--- src/rtl/video_frame_crc.sv ---
// video_frame_crc
//   Per-frame signature of the emu video output. For every frame between two
//   VS rising edges it measures the active width (first non-empty line), the
//   number of non-empty lines and a reflected CRC-32 (poly 0xEDB88320, init and
//   final XOR 0xFFFFFFFF) over the active pixels, fed as bytes R, G, B, each
//   LSB first. All video inputs are sampled only on ce_pix.
//
//   Ports
//     clk_sys, reset_n (async, active low), ce_pix
//     VGA_R/G/B [7:0], VGA_HS, VGA_VS, VGA_HB, VGA_VB     video input
//     frame_valid          one-cycle pulse when results are latched
//     frame_crc [31:0]     CRC-32 of the last completed frame
//     frame_width          active pixels on the first non-empty line
//     frame_height         lines with at least one active pixel
//     frame_count          completed frames since reset (wrapping)
//     width_err            some non-empty line differed from frame_width
//
//   Build option: define VIDEO_FRAME_CRC_DISPLAY_EN to $display each frame's
//   results on frame_valid (simulation only).
module video_frame_crc #(
    parameter int HCNT_W = 12,
    parameter int VCNT_W = 11,
    parameter int FCNT_W = 16
) (
    input  logic              clk_sys,
    input  logic              reset_n,
    input  logic              ce_pix,
    input  logic [7:0]        VGA_R,
    input  logic [7:0]        VGA_G,
    input  logic [7:0]        VGA_B,
    input  logic              VGA_HS,
    input  logic              VGA_VS,
    input  logic              VGA_HB,
    input  logic              VGA_VB,
    output logic              frame_valid,
    output logic [31:0]       frame_crc,
    output logic [HCNT_W-1:0] frame_width,
    output logic [VCNT_W-1:0] frame_height,
    output logic [FCNT_W-1:0] frame_count,
    output logic              width_err
);

    localparam logic [31:0] CRC_POLY = 32'hEDB88320;
    localparam logic [31:0] CRC_INIT = 32'hFFFFFFFF;

    typedef enum logic {WAIT_SYNC, ACTIVE} state_t;

    state_t state_q, state_d;

    logic              vs_prev_q, hb_prev_q;
    logic [31:0]       crc_q, crc_d;
    logic [HCNT_W-1:0] line_w_q, line_w_d;
    logic [HCNT_W-1:0] ref_w_q, ref_w_d;
    logic [VCNT_W-1:0] height_q, height_d;
    logic              werr_q, werr_d;

    logic              frame_valid_q;
    logic [31:0]       frame_crc_q;
    logic [HCNT_W-1:0] frame_width_q;
    logic [VCNT_W-1:0] frame_height_q;
    logic [FCNT_W-1:0] frame_count_q;
    logic              width_err_q;

    logic              vs_edge, hb_rise, pix_act, frame_close;
    logic [HCNT_W-1:0] ev_ref, line_base;
    logic [VCNT_W-1:0] ev_height;
    logic              ev_werr;
    logic [31:0]       crc_base;

    // HSYNC carries no information for the signature.
    logic unused_hs;
    assign unused_hs = VGA_HS;

    function automatic logic [31:0] crc_byte(input logic [31:0] c, input logic [7:0] b);
        logic [31:0] r;
        r = c ^ {24'h000000, b};
        for (int unsigned i = 0; i < 8; i++) begin
            r = r[0] ? ((r >> 1) ^ CRC_POLY) : (r >> 1);
        end
        return r;
    endfunction

    assign vs_edge = ce_pix & VGA_VS & ~vs_prev_q;
    assign hb_rise = ce_pix & VGA_HB & ~hb_prev_q;
    assign pix_act = ce_pix & ~VGA_HB & ~VGA_VB;

    // State register
    always_ff @(posedge clk_sys or negedge reset_n) begin
        if (!reset_n) state_q <= WAIT_SYNC;
        else          state_q <= state_d;
    end

    // Next state
    always_comb begin
        state_d = state_q;
        if (state_q == WAIT_SYNC && vs_edge) state_d = ACTIVE;
    end

    // FSM output: only frames opened by an earlier VS edge are reported
    always_comb begin
        frame_close = (state_q == ACTIVE) && vs_edge;
    end

    // Line-end evaluation happens before the frame-close snapshot, so an HB
    // edge on the VS-edge sample still lands in the closing frame.
    always_comb begin
        ev_ref    = ref_w_q;
        ev_height = height_q;
        ev_werr   = werr_q;
        if (hb_rise && line_w_q != '0) begin
            if (ref_w_q == '0)          ev_ref  = line_w_q;
            else if (line_w_q != ref_w_q) ev_werr = 1'b1;
            if (height_q != '1)         ev_height = height_q + VCNT_W'(1);
        end
    end

    // Accumulator update: a VS edge restarts from the cleared state first, so
    // a pixel on that same sample is the first pixel of the new frame.
    always_comb begin
        if (vs_edge) begin
            crc_base  = CRC_INIT;
            line_base = '0;
            ref_w_d   = '0;
            height_d  = '0;
            werr_d    = 1'b0;
        end else begin
            crc_base  = crc_q;
            line_base = hb_rise ? '0 : line_w_q;
            ref_w_d   = ev_ref;
            height_d  = ev_height;
            werr_d    = ev_werr;
        end
        crc_d    = crc_base;
        line_w_d = line_base;
        if (pix_act) begin
            crc_d = crc_byte(crc_byte(crc_byte(crc_base, VGA_R), VGA_G), VGA_B);
            if (line_base != '1) line_w_d = line_base + HCNT_W'(1);
        end
    end

    always_ff @(posedge clk_sys or negedge reset_n) begin
        if (!reset_n) begin
            vs_prev_q      <= 1'b0;
            hb_prev_q      <= 1'b0;
            crc_q          <= CRC_INIT;
            line_w_q       <= '0;
            ref_w_q        <= '0;
            height_q       <= '0;
            werr_q         <= 1'b0;
            frame_valid_q  <= 1'b0;
            frame_crc_q    <= '0;
            frame_width_q  <= '0;
            frame_height_q <= '0;
            frame_count_q  <= '0;
            width_err_q    <= 1'b0;
        end else begin
            if (ce_pix) begin
                vs_prev_q <= VGA_VS;
                hb_prev_q <= VGA_HB;
            end
            crc_q         <= crc_d;
            line_w_q      <= line_w_d;
            ref_w_q       <= ref_w_d;
            height_q      <= height_d;
            werr_q        <= werr_d;
            frame_valid_q <= frame_close;
            if (frame_close) begin
                frame_crc_q    <= crc_q ^ CRC_INIT;
                frame_width_q  <= ev_ref;
                frame_height_q <= ev_height;
                width_err_q    <= ev_werr;
                frame_count_q  <= frame_count_q + FCNT_W'(1);
            end
        end
    end

    assign frame_valid  = frame_valid_q;
    assign frame_crc    = frame_crc_q;
    assign frame_width  = frame_width_q;
    assign frame_height = frame_height_q;
    assign frame_count  = frame_count_q;
    assign width_err    = width_err_q;

`ifdef VIDEO_FRAME_CRC_DISPLAY_EN
    always_ff @(posedge clk_sys) begin
        if (frame_valid_q)
            $display("video_frame_crc: frame %0d %0dx%0d crc=%08h width_err=%0d",
                     frame_count_q, frame_width_q, frame_height_q, frame_crc_q, width_err_q);
    end
`else
    // No per-frame console report in this build.
`endif

endmodule

--- config.mk ---
export PLATFORM = sky130hd
export DESIGN_NAME = video_frame_crc
export DESIGN_NICKNAME = d
export VERILOG_FILES = /design/src/rtl/video_frame_crc.sv
export SDC_FILE = /design/constraint.sdc
export NUM_CORES = 1
export LEC_CHECK = 0
export BUFFER_PORTS_ARGS = -buffer_cell sky130_fd_sc_hd__buf_2
export CAP_MARGIN = 20
export CORE_MARGIN = 2
export CORE_UTILIZATION = 40
export CTS_CLUSTER_SIZE = 10
export DETAILED_ROUTE_END_ITERATION = 6
export PLACE_DENSITY = 0.69
export SLEW_MARGIN = 10
export SYNTH_ARGS = -nofsm -noshare
export SYNTH_HDL_FRONTEND = slang
export SYNTH_SLANG_ARGS = --single-unit
export TNS_END_PERCENT = 100
--- constraint.sdc ---
create_clock -name clk_sys -period 5.1 [get_ports clk_sys]
set_clock_uncertainty 0.05 [all_clocks]
set_input_delay 0 -clock clk_sys [delete_from_list [all_inputs] [get_ports clk_sys]]
set_output_delay 0 -clock clk_sys [all_outputs]
set_load 0.03 [all_outputs]
Word-level counts from Yosys, hierarchy flattened
Cells that the tools add are included.
W data, S select, Z words.
{"block": "totals", "regBits": 144, "elab_cells": 104, "output_inout_bits": 73, "inputBits": 31}
{"block": "classes", "n_addsub": 3, "n_eq_ne": 3, "n_mux": 40, "n_bitwise": 39, "n_reduce_logical": 5}
{"op": "$mux W32", "n": 26}
{"op": "$not A13 Y14", "n": 24}
{"op": "$xor A32 B8 Y32", "n": 3}
{"op": "$mux W12", "n": 7}
{"op": "$mux W11", "n": 3}
{"op": "$not A32 Y32", "n": 1}
{"op": "$add A16 B1 Y16 const B", "n": 1}
{"op": "$add A12 B1 Y12 const B", "n": 1}
{"op": "$logic_not A12 Y1", "n": 1}
{"op": "$ne A12 B12 Y1", "n": 1}
{"op": "$ne A12 B12 Y1 const B", "n": 1}
{"op": "$reduce_bool A12 Y1", "n": 1}
{"op": "$add A11 B1 Y11 const B", "n": 1}
{"op": "$ne A11 B11 Y1 const B", "n": 1}
{"op": "$and A1 B1 Y1", "n": 6}
{"op": "$not A1 Y1", "n": 5}
{"op": "$mux W1", "n": 4}
{"op": "$logic_and A1 B1 Y1", "n": 3}

Logic depth before layout (Yosys ltp)
Gate-level depths: netlist (run 1).
{"block": "depth", "ltp_word": 55, "ltp_mapped": 14, "ltp_nobuf": 11}

Worst setup path after synthesis (run 1)
Ideal clock, no wire load.
{"block": "synth_path", "path_kind": "register to register", "start": "register crc_q[4]", "end": "register crc_q[20]", "synth_period_minus_slack_ps": 3582, "path_buffers": 1, "t_arrival_ps": 3453, "setup_slack_ps": 1518, "stages_incl_launch_ff": 13, "setup_ps": 80, "t_required_ps": 4970, "cell_sequence": "dfstp_2 or2_2 o221a_1 buf_6 xnor3_1 xor3_1 xnor2_4 xor2_1 xnor2_2 xnor3_1 xnor2_2 xnor2_1 o22a_1"}
{"block": "synth_between", "elab_chain_cells": 37, "elab_cells_between_ends": 42, "classes_between": "26 x mux; 16 x bitwise"}
{"item": "from (decl)", "line_no": "51", "source": "logic [31:0] crc_q, crc_d;"}
{"item": "from (signal assigned)", "line_no": "161", "source": "crc_q <= crc_d;"}
{"item": "$mux W32 (*)", "line_no": "120", "source": "if (vs_edge) begin"}
{"item": "$xor A32 B8 Y32 (*)", "line_no": "76", "source": "r = c ^ {24'h000000, b};"}
{"item": "$mux W32 (*) (7 in a row)", "line_no": "78", "source": "r = r[0] ? ((r >> 1) ^ CRC_POLY) : (r >> 1);"}
{"item": "$not A13 Y14 (no source line) or $mux W32 (tied branches)"}
{"item": "$mux W32 (*)", "line_no": "78"}
{"item": "$xor A32 B8 Y32 (*)", "line_no": "76"}
{"item": "$mux W32 (*) (6 in a row)", "line_no": "78"}
{"item": "$not A13 Y14 (no source line) or $mux W32 (tied branches)"}
{"item": "[10 not listed]"}
{"item": "$not A13 Y14 (no source line)"}
{"item": "$mux W32 (*) (2 in a row)", "line_no": "78"}
{"item": "$not A13 Y14 (no source line)"}
{"item": "$mux W32 (*)", "line_no": "78"}
{"item": "$not A13 Y14 (no source line)"}
{"item": "$mux W32 (*)", "line_no": "78"}
{"item": "$mux W32 (*)", "line_no": "135", "source": "if (pix_act) begin"}
{"item": "via crc_d[20]", "line_no": "51"}
Mark *: on every way through the listed nets, which the timed path passes. The rest lies on a longest branch.
A chain may end at the register's enable or synchronous reset.

Worst setup path after layout (run 1)
{"block": "layout_path", "start": "register vs_prev_q", "end": "register crc_q[20]"}
{"block": "layout_between", "elab_chain_cells": 42, "elab_cells_between_ends": 52, "classes_between": "26 x mux; 26 x bitwise"}
{"item": "from (decl)", "line_no": "50", "source": "logic vs_prev_q, hb_prev_q;"}
{"item": "from (signal assigned)", "line_no": "143", "source": "vs_prev_q <= 1'b0;"}
{"item": "from (signal assigned)", "line_no": "158", "source": "vs_prev_q <= VGA_VS;"}
{"item": "$not A1 Y1 (*)", "line_no": "83", "source": "assign vs_edge = ce_pix & VGA_VS & ~vs_prev_q;"}
{"item": "$and A1 B1 Y1 (*)", "line_no": "83"}
{"item": "$mux W32 (*)", "line_no": "120"}
{"item": "$xor A32 B8 Y32", "line_no": "76"}
{"item": "$mux W32 (2 in a row)", "line_no": "78"}
{"item": "$not A13 Y14 (no source line)"}
{"item": "$mux W32", "line_no": "78"}
{"item": "$not A13 Y14 (no source line)"}
{"item": "[25 not listed]"}
{"item": "$not A13 Y14 (no source line)"}
{"item": "$mux W32 (2 in a row)", "line_no": "78"}
{"item": "$not A13 Y14 (no source line)"}
{"item": "$mux W32", "line_no": "78"}
{"item": "$not A13 Y14 (no source line)"}
{"item": "$mux W32", "line_no": "78"}
{"item": "$mux W32 (*)", "line_no": "135"}
{"item": "via crc_d[20]", "line_no": "51"}
Marked as above.

==> impl_summary.log, run 1 <==
INFO  metric wl = 18.9 mm
INFO  metric nets = around 940
INFO  metric die_w = between 100 and 150 um
INFO  metric drtPass1Iterations = 5
INFO  metric report.final.setup_viol = 0
INFO  metric min-delay-path-class = primary input to flip-flop
INFO  metric crit_arrival = approximately 4600 ps
INFO  metric largest_net_degree_at_the_start_of_global_routing = 96
INFO  metric worst_hold_startpoint = VGA_VB
INFO  metric area_taken_by_multi_input_logic_gates = around 0.0044 sq mm
INFO  metric synth_net_count = around 830
INFO  metric crit_path_end_kind = flip-flop
INFO  metric reg2reg_from = vs_prev_q
INFO  metric buffer_ports.inserted = between 100 and 150
INFO  metric timing_worst_slew_pin_value = ~850 ps
INFO  metric ys_types = 50
INFO  metric fin_crit_sh = a little over four fifths
INFO  metric vias_per_cell = 4.90
INFO  metric clock-root-buffer = clkbuf_16
INFO  metric synthTopCellsByArea = dfrtp_1 34%, xnor2_1 15%, dfstp_2 10%
INFO  metric max-clock-path-buffers = 2
INFO  metric fp.coreArea = just over 0.02 sq mm
INFO  metric yosys.area.top_type = dfrtp_1
INFO  metric post_synth_inst_count = 800
INFO  metric synth_seq_area_share = approximately 44%
INFO  metric antenna_violating_nets_post_route = 0
INFO  metric run_status = finished, final reports clean
INFO  metric slew_violations = 0
INFO  metric timing.max_slew.rel_slack = 43.3%
INFO  metric setup-tns-final = 0 ps
INFO  metric cells_on_worst_hold_path = 4
INFO  metric gr-total-overflow = 0
INFO  metric hold-path-endpoint = crc_q[29]
INFO  metric grt_antenna_before_repair = 1
INFO  metric final_layout_size_suffix_gt1_share = between 20% and 30%
INFO  metric worst-endpoint-required = roughly 5400 ps
INFO  metric first_iter_violations = 300
INFO  metric cts.htree.levels = 4
INFO  metric vias_in_the_first_global_route = 5848
INFO  metric async_reset_ff_share = 100%
INFO  metric yosysWarningCount = 0
INFO  metric vias = approximately 5800
INFO  metric die_area = roughly 0.022 sq mm
INFO  metric timing.max_cap.violations = 0
INFO  metric ys_seq_elements = between 100 and 150
INFO  metric netlist_top_cells_count = 140 x xnor2_1, 112 x dfrtp_1, 87 x nor2_1
INFO  metric fmax = between 200 and 250 MHz
INFO  metric cpMaxStageDelayCell = and3b_2
INFO  metric critical_path.startpoint = vs_prev_q
INFO  metric die_h = roughly 150 um
INFO  metric post-dp-hpwl = approximately 14 mm
INFO  metric post-cts-setup-buffer-count = 0
INFO  metric post_synth.cell_area_avg = between 10 and 15 sq um
INFO  metric timing.rr.end = crc_q[20]
INFO  metric drc = 0
INFO  metric place_congestion = 0.941
INFO  metric rows = 52
INFO  metric synth_top_area_share = ~34%
INFO  metric sequential_cell_area = about 0.0036 sq mm
INFO  metric postSynth.topFlopCell = dfrtp_1
INFO  metric grt_util_all_layers = 18.2%
INFO  metric grt_setup_unrepaired = no
INFO  metric reg2regPathDepth = 11
INFO  metric mappedNetlistArea = slightly above 0.008 sq mm
INFO  metric ff2ff_setup_slack = roughly 780 ps
INFO  metric insertion_delay = approximately 420 ps
INFO  metric top_level_ports = between 100 and 150
INFO  metric worstPathCellList = and3b_2 > o221a_1 > xnor3_1 > xor3_1 > xnor2_4 > xor2_1 > xnor2_2 > xnor3_1 > xnor2_2 > xnor2_1 > o22a_1
INFO  metric syn2layout_area_growth = 17.6%
INFO  metric most_numerous_cell_in_the_yosys_netlist = xnor2_1
INFO  metric route.detailed.wl_per_inst = between 15 and 20 um
INFO  metric worstSetupStartpointType = flip-flop
INFO  metric numClockSinks = 144
INFO  metric layout_min_cycle_time = 4320 ps
INFO  metric cts_tree = yes
INFO  metric clkTransAtPathRegs = 60 ps
INFO  metric fill_cells = around 1900
INFO  metric initial_core_util = 40.6%
INFO  metric worst_path_largest_cell_delay = ~530 ps
INFO  metric setup.worst_path.class = flip-flop to flip-flop
INFO  metric grt_first_pass_wirelength = 31.1 mm
INFO  metric number_of_synthesized_flops_with_an_enable_pin = 0
INFO  metric hold_viol = 0
INFO  metric path_max_fanout = 16
INFO  metric cts-buffers-inserted = 17
INFO  metric whs = 60.3 ps
cell type report:
type / instances / share of cell area, %
antenna: 1 / 0.0260
clock buffer: 18 / 4.56
clock inverter: 13 / 1.60
inverter: 4 / 0.156
multi-input combinational: 620 / 45.7
sequential: 144 / 37.8
tap: 270 / 3.51
timing repair buffer: 115 / 6.66
worst max-delay path, delay by kind of cell, from the launching register on:
family / cells / cell delay, ps
flip-flops: 1 / 390
XOR/XNOR: 8 / 2560
AND/OR/NAND/NOR: 1 / 530
AO/OA/AOI/OAI: 2 / 710
per-stage QoR:
step / std cells / area [sq um] / util [%] / setup WS [ps]
5_1_grt: 1185 / 9630 / 47.8 / 589
2_1_floorplan: 800 / 8190 / - / 1520
3_5_place_dp: 1147 / 8980 / 44.5 / 805
3_3_place_gp: 1147 / 8980 / 44.5 / 862
4_1_cts: 1184 / 9630 / 47.8 / 798
6_report: 1185 / 9630 / 47.8 / 782
kinds of logic (layout without fill, tap and decap cells):
kind of cell / after synthesis / count (layout) / share of synthesized area (%)
simple gates: 248 / 248 / 13.5
xor+xnor: 243 / 243 / 31.1
flops: 144 / 144 / 44.5
compound gates: 123 / 123 / 8.14
buf+inv: 36 / 150 / 1.94
fa+ha+maj: 3 / 3 / 0.458
mux: 3 / 3 / 0.397
other cells: 0 / 1 / 0
what timing repair did:
action,4_1_cts,5_1_grt
setup endpoints to repair,0,0
resized for setup,0,0
hold buffers,6,0
hold endpoints to repair,73,0
worst max-delay path by stage:
stage                 to  slack [ps]  depth (start not counted)
2_1_floorplan  crc_q[20]        1520                         12
3_3_place_gp   crc_q[20]         860                         11
3_5_place_dp   crc_q[20]         810                         11
4_1_cts        crc_q[20]         800                         11
5_1_grt        crc_q[20]         590                         11
6_report       crc_q[20]         780                         11
per-layer routing:
metal	GRT usage, %	share of wire [%]
met1	24.4	45
met5	0	0
met2	30.3	49
met3	3.60	3.6
met4	5.19	1.6
state kept, by name (all words and copies together), names as in the netlist:
name and flops:
crc_q 32, frame_count 16, frame_crc 32, frame_height 11, frame_valid 1, frame_width 12, hb_prev_q 1, height_q 11
line_w_q 12, ref_w_q 12, state_q 1, vs_prev_q 1, werr_q 1, width_err 1
layout by cell type, fill, tap and decap left out, drive strengths merged, types with 3 or more instances in the layout:
| master | count |
|---|---|
| xnor2 | 162 |
| dfrtp | 112 |
| buf | 109 |
| nor2 | 91 |
| nand2 | 85 |
| xor2 | 71 |
| o21ai | 63 |
| a21oi | 50 |
| dfstp | 32 |
| clkbuf | 18 |
| nor3 | 15 |
| nand3 | 13 |
| nand4 | 11 |
| nor4 | 9 |
| inv | 8 |
| xnor3 | 7 |
| dlygate4sd3 | 6 |
| clkinv | 6 |
| and3 | 4 |
| or2 | 4 |
| and2 | 3 |
| or3 | 3 |
| ha | 3 |
| xor3 | 3 |
Power of run 1 is left out: the tool's default activity adds up to more than one toggle a clock period on the data nets, which glitch-free logic cannot reach.
==> inputs of run 2 (changes only) <==
ABC_AREA = 1   (was default)
PLACE_DENSITY = 0.68   (was 0.69)
clock period = 4.3 ns   (was 5.1 ns; I/O delays follow)
==> impl_summary.log, run 2 <==
INFO  metric run_status = finished, final reports clean
INFO  metric timing.max_slew.rel_slack = 48.1% (+4.8 points)
INFO  metric insertion_delay = 430 ps (about the same)
INFO  metric post_synth_inst_count = 1435 (+79%)
INFO  metric nets = 1579 (+69%)
INFO  metric top_level_ports = 104 (unchanged)
INFO  metric cts_tree = yes
INFO  metric layout_min_cycle_time = 3670 ps (-645 ps)
INFO  metric ys_seq_elements = 144 (unchanged)
INFO  metric place_congestion = 0.988 (+4.9%)
INFO  metric postSynth.topFlopCell = dfrtp_1
INFO  metric yosysWarningCount = 0 (unchanged)
INFO  metric finish.utilization = 46.9% (-0.89 points)
INFO  metric grt_setup_unrepaired = no
INFO  metric fmax = 272 MHz (+18%)
INFO  metric route.detailed.wl_per_inst = 15.5 um (-2.9%)
INFO  metric synth_seq_area_share = 35.9% (-8.6 points)
INFO  metric hold_viol = 0 (unchanged)
INFO  metric min-delay-path-class = primary input to flip-flop
INFO  metric timing.max_cap.violations = 0 (unchanged)
INFO  metric worst-endpoint-required = 4610 ps (-790 ps)
INFO  metric ys_types = 47 (-6.0%)
INFO  metric rows = 58 (+12%)
INFO  metric setup.worst_path.class = flip-flop to flip-flop
INFO  metric detailedPlace.worstSlack = 745 ps (-59.9 ps)
INFO  metric post-dp-hpwl = 22.6 mm (+61%)
INFO  metric synthTopCellsByArea = dfrtp_1 28%, nand2_1 21%, dfstp_2 8.3%
INFO  metric die_area = 0.0266 sq mm (+23%)
INFO  metric routedLengthMet1 = 13.1 mm (+53%)
INFO  metric yosys.area.top_type = dfrtp_1
INFO  metric highest_layer_used_for_signal_routing = met4
INFO  metric syn2layout_area_growth = 15.8%
INFO  metric synth_top_area_share = 27.6% (-6.6 points)
INFO  metric fp.coreArea = 0.0250 sq mm (+24%)
INFO  metric final_critical_path_setup_slack = 627 ps (-155 ps)
INFO  metric routed-wl-met2 = 13.1 mm (+41%)
INFO  metric vias_per_cell = 4.99 (+1.9%)
INFO  metric final_layout_size_suffix_gt1_share = 19.3% (-4.4 points)
INFO  metric synth_net_count = 1469 (+76%)
INFO  metric first_iter_violations = 698 (+130%)
INFO  metric post_cts_resize_count = 0 (unchanged)
INFO  metric fill_cells = 2492 (+32%)
INFO  metric netlist_top_cells_count = 557 x nand2_1, 134 x nand3_1, 129 x inv_1
INFO  metric numClockSinks = 144 (unchanged)
INFO  metric vias_in_the_first_global_route = 8798 (+50%)
INFO  metric initial_core_util = 40.5% (-0.11 points)
INFO  metric die_w = 163 um (+11%)
INFO  metric number_of_synthesized_flops_with_an_enable_pin = 0 (unchanged)
INFO  metric reg2reg_from = vs_prev_q
INFO  metric cts.htree.levels = 4 (unchanged)
INFO  metric mappedNetlistArea = 0.0101 sq mm (+24%)
INFO  metric timing_worst_slew_pin_value = 771 ps (-79.2 ps)
INFO  metric most_numerous_cell_in_the_yosys_netlist = nand2_1
INFO  metric slew_violations = 0 (unchanged)
INFO  metric met3_length = 2.08 mm (+210%)
INFO  metric fin_crit_sh = 85.4% (+0.75 points)
INFO  metric antenna_violating_nets_post_route = 0 (unchanged)
INFO  metric grt_antenna_before_repair = 0 (-1)
INFO  metric gr-total-overflow = 0 (unchanged)
INFO  metric worstSetupStartpointType = flip-flop
INFO  metric layout_common_cells = 557 x nand2_1, 134 x nand3_1, 129 x inv_1
INFO  metric ff2ff_setup_slack = 630 ps (-150 ps)
INFO  metric report.final.setup_viol = 0 (unchanged)
INFO  metric buffer_ports.inserted = 102 (unchanged)
INFO  metric crit_path_end_kind = flip-flop
INFO  metric critical_path.startpoint = vs_prev_q
INFO  metric largest_net_degree_at_the_start_of_global_routing = 112 (+17%)
INFO  metric post_synth.cell_area_avg = 7.07 sq um (-31%)
INFO  metric timing.rr.end = crc_q[13]
INFO  metric wl = 29.2 mm (+55%)
INFO  metric reg2regPathDepth = 22 (+11)
INFO  metric cts-buffers-inserted = 17 (unchanged)
INFO  metric clock-root-buffer = clkbuf_16
INFO  metric vias = 9426 (+62%)
INFO  metric mostFrequentLayoutCell = nand2_1
INFO  metric drtPass1Iterations = 7 (+2)
INFO  metric setup-tns-final = 0 ps (unchanged)
INFO  metric grt_first_pass_wirelength = 45.7 mm (+47%)
INFO  metric crit_arrival = 3980 ps (-640 ps)
INFO  metric die_h = 163 um (+11%)
INFO  metric path_max_fanout = 16 (unchanged)
INFO  metric worstSetupEndpoint = crc_q[13]
INFO  metric drc = 0 (unchanged)
INFO  metric diodes = 0 (-1)
INFO  metric max-clock-path-buffers = 2 (unchanged)
INFO  metric area_taken_by_multi_input_logic_gates = 0.00581 sq mm (+32%)
INFO  metric sequential_cell_area = 0.00364 sq mm (unchanged)
INFO  metric grt_util_all_layers = 22.1% (+3.9 points)
INFO  metric async_reset_ff_share = 100% (unchanged)
INFO  metric clkTransAtPathRegs = 70 ps (about the same)
==> run 2: logic make-up (layout without fill, tap and decap cells) <==
logic type | Yosys count | after routing | synth area share [%]
adder cells (fa/ha/maj) | 3 | 3 | 0.370
buffers and inverters | 175 | 298 | 6.86
AO/OA/AOI/OAI | 76 | 76 | 4.04
XOR/XNOR | 135 | 135 | 12.2
flip-flops | 144 | 144 | 35.9
AND/OR/NAND/NOR | 901 | 901 | 40.5
multiplexers | 1 | 1 | 0.0987
==> run 2: area by class of cell <==
cell class / count / share of cell area (%)
flip-flops and latches: 144 / 31.0
multi-input cells: 1116 / 49.5
clock inverters: 14 / 1.75
clock buffers: 18 / 3.66
well taps: 330 / 3.52
inverters: 145 / 4.64
repair buffers: 121 / 5.94
==> run 2: per-stage QoR <==
stage          cell area (sq um)  cells  hold WS, ps
2_1_floorplan              10100   1435         -346
3_3_place_gp               11000   1848          164
3_5_place_dp               11000   1848          169
4_1_cts                    11700   1886         30.4
5_1_grt                    11700   1888         68.4
6_report                   11700   1888         35.9
==> run 2: critical path, cell delays in order (launching register included) <==
cell	delay [ps]
dfrtp_1	420
inv_2	90
nand3_4	180
nand2_1	160
nand2_1	70
nand2_1	220
nand2_1	120
nand2_1	100
nand2_1	50
nand2_1	250
inv_1	170
nand2_2	140
nand2_1	340
nand2_1	220
nand2_1	80
nand2_2	110
nand2_4	120
inv_2	140
nand2_1	70
nand2_1	120
xor2_1	220
nand2_1	80
nand2_1	70
==> run 2: worst min-delay path by stage <==
stage	from	to	depth (start not counted)
finish	VGA_VS	crc_q[4]	5
global route	VGA_VS	crc_q[4]	5
CTS	VGA_VS	crc_q[4]	5
detailed placement	reset_n	frame_width[4]	1
global placement	reset_n	frame_width[7]	1
floorplan	reset_n	frame_count[0]	0
==> run 2: routing by layer <==
layer / track usage [%] / vias to the layer above
li1: - / 4722
met1: 28.9 / 4340
met2: 35.7 / 322
met3: 4.80 / 42
met4: 8.65 / 0
met5: 0 / -
==> run 2: repair_timing <==
item	in CTS	in global routing
endpoints found under the setup margin	0	0
setup buffers	0	0
hold buffers	6	1
endpoints found under the hold margin	96	20
Power of run 2 is left out for the same reason.
==> inputs of run 3 (changes only) <==
CORE_ASPECT_RATIO = 0.5   (was default)
==> impl_summary.log, run 3 (synthesized netlist as in run 2, its figures left out) <==
INFO  metric run_status = finished, final reports clean
INFO  metric crit_path_end_kind = flip-flop
INFO  metric reg2regPathDepth = 21 (-4.5%)
INFO  metric initial_core_util = 40.5% (about the same)
INFO  metric clock-root-buffer = clkbuf_16
INFO  metric cts_tree = yes
INFO  metric grt_first_pass_wirelength = 44.9 mm (-1.7%)
INFO  metric fp.coreArea = 0.0250 sq mm (about the same)
INFO  metric routedLengthMet1 = 13.0 mm (-1.0%)
INFO  metric worstSetupEndpoint = crc_q[16]
INFO  metric first_iter_violations = 797 (+14%)
INFO  metric mostFrequentLayoutCell = nand2_1
INFO  metric die_area = 0.0267 sq mm (+0.29%)
INFO  metric vias = 9328 (-1.0%)
INFO  metric highest_layer_used_for_signal_routing = met4
INFO  metric drc = 0 (unchanged)
INFO  metric layout_common_cells = 557 x nand2_1, 134 x nand3_1, 129 x inv_1
INFO  metric cells_on_worst_hold_path = 5 (unchanged)
INFO  metric vias_per_cell = 4.92 (-1.5%)
INFO  metric ff2ff_setup_slack = 820 ps (+190 ps)
INFO  metric fmax = 287 MHz (+5.5%)
INFO  metric routed-wl-met2 = 12.7 mm (-3.4%)
INFO  metric timing.max_cap.violations = 0 (unchanged)
INFO  metric report.final.setup_viol = 0 (unchanged)
INFO  metric route.detailed.wl_per_inst = 14.8 um (-4.4%)
INFO  metric min-delay-path-class = primary input to flip-flop
INFO  metric cts.htree.levels = 4 (unchanged)
INFO  metric die_h = 117 um (-29%)
INFO  metric setup.worst_path.class = flip-flop to flip-flop
INFO  metric gr-total-overflow = 0 (unchanged)
INFO  metric max-clock-path-buffers = 2 (unchanged)
INFO  metric worst-endpoint-required = 4620 ps (about the same)
INFO  metric met3_length = 1.49 mm (-28%)
INFO  metric clkTransAtPathRegs = 60 ps (about the same)
INFO  metric drtPass1Iterations = 7 (unchanged)
INFO  metric top_level_ports = 104 (unchanged)
INFO  metric worstSetupStartpointType = flip-flop
INFO  metric syn2layout_area_growth = 15.0%
INFO  metric die_w = 229 um (+40%)
INFO  metric largest_net_degree_at_the_start_of_global_routing = 103 (-8.0%)
INFO  metric grt_util_all_layers = 21.5% (-0.61 points)
INFO  metric cts-buffers-inserted = 17 (unchanged)
INFO  metric setup-tns-final = 0 ps (unchanged)
INFO  metric reg2reg_from = vs_prev_q
INFO  metric insertion_delay = 430 ps (about the same)
INFO  metric final_layout_size_suffix_gt1_share = 19.1% (-0.13 points)
INFO  metric timing_worst_slew_pin_value = 930 ps (+159 ps)
INFO  metric numClockSinks = 144 (unchanged)
INFO  metric rows = 41 (-29%)
INFO  metric timing.rr.end = crc_q[16]
INFO  metric slew_violations = 0 (unchanged)
INFO  metric vias_in_the_first_global_route = 8681 (-1.3%)
INFO  metric place_congestion = 0.974 (-1.4%)
INFO  metric wl = 28.0 mm (-3.9%)
INFO  metric post-dp-hpwl = 21.4 mm (-5.4%)
INFO  metric timing.max_slew.rel_slack = 38.0% (-10 points)
INFO  metric fin_crit_sh = 81.0% (-4.4 points)
INFO  metric layout_min_cycle_time = 3480 ps (-190 ps)
INFO  metric path_max_fanout = 35 (+19)
INFO  metric crit_arrival = 3800 ps (-180 ps)
INFO  metric nets = 1574 (-0.32%)
INFO  metric hold_viol = 0 (unchanged)
INFO  metric critical_path.startpoint = vs_prev_q
INFO  metric grt_antenna_before_repair = 0 (unchanged)
INFO  metric grt_setup_unrepaired = no
INFO  metric antenna_violating_nets_post_route = 0 (unchanged)
INFO  metric diodes = 0 (unchanged)
INFO  metric buffer_ports.inserted = 102 (unchanged)
-- run 3: cell count changes in the layout (fill, tap and decap cells not counted), sizes merged --
cell / previous run / this run
clkbuf: 18 / 22
buf: 114 / 112
clkinvlp: 4 / 3
dlygate4sd3: 7 / 4
clkinv: 1 / 3
inv: 150 / 147
bufinv: 4 / 2
-- run 3: worst min path at each step --
stage	to	from	slack (ps)
floorplan	frame_count[0]	reset_n	-350
global placement	frame_crc[2]	reset_n	130
detailed placement	frame_crc[2]	reset_n	130
CTS	crc_q[18]	VGA_VB	90
global route	crc_q[27]	VGA_VB	110
finish	crc_q[18]	VGA_VB	100
-- run 3: worst max-delay path, cell delays in order (launching register included) --
cell	delay, ps
dfrtp_1	420
inv_2	90
nand3_4	360
nand2_1	240
nand2_1	90
nand2_2	180
nand2_1	160
nand2_2	180
nand3_2	160
nand2_4	180
nand2_2	80
nand2_1	80
nand2_1	80
nand2_2	190
nand3_2	170
nand2_4	180
nand2_1	80
nand2_1	130
nand2_1	70
nand2_1	120
nand2_1	70
nand2_1	70
-- run 3: timing repair --
action / 4_1_cts / 5_1_grt
hold endpoints to repair: 73 / 0
buffers inserted: 0 / 0
endpoints found under the setup margin: 0 / 0
resized for setup: 0 / 0
hold buffers: 4 / 0
-- run 3: final cells by class --
type / instances / area, sq um
multi-input cells: 1116 / 5810
repair buffers: 116 / 632
well taps: 344 / 430
fillers: 2575 / 13400
clock buffers: 22 / 474
inverters: 145 / 544
flip-flops and latches: 144 / 3640
clock inverters: 10 / 126
-- run 3: through the flow --
| step | util (%) | instance area (sq um) | hold WS (ps) | std cells | setup WS, ps |
|---|---|---|---|---|---|
| 6_report | 46.6 | 11700 | 104 | 1897 | 818 |
| 5_1_grt | 46.6 | 11700 | 108 | 1897 | 449 |
| 4_1_cts | 46.6 | 11700 | 90.0 | 1897 | 862 |
| 3_5_place_dp | 44.0 | 11000 | 128 | 1861 | 884 |
| 3_3_place_gp | 44.0 | 11000 | 130 | 1861 | 929 |
| 2_1_floorplan | - | 10100 | -346 | 1435 | 1420 |
-- run 3: per-layer routing --
metal,vias to the layer above,GRT usage [%]
met3,53,3.22
met2,254,35.2
li1,4704,-
met4,0,9.44
met5,-,0
met1,4317,28.8
Power of run 3 is left out for the same reason.
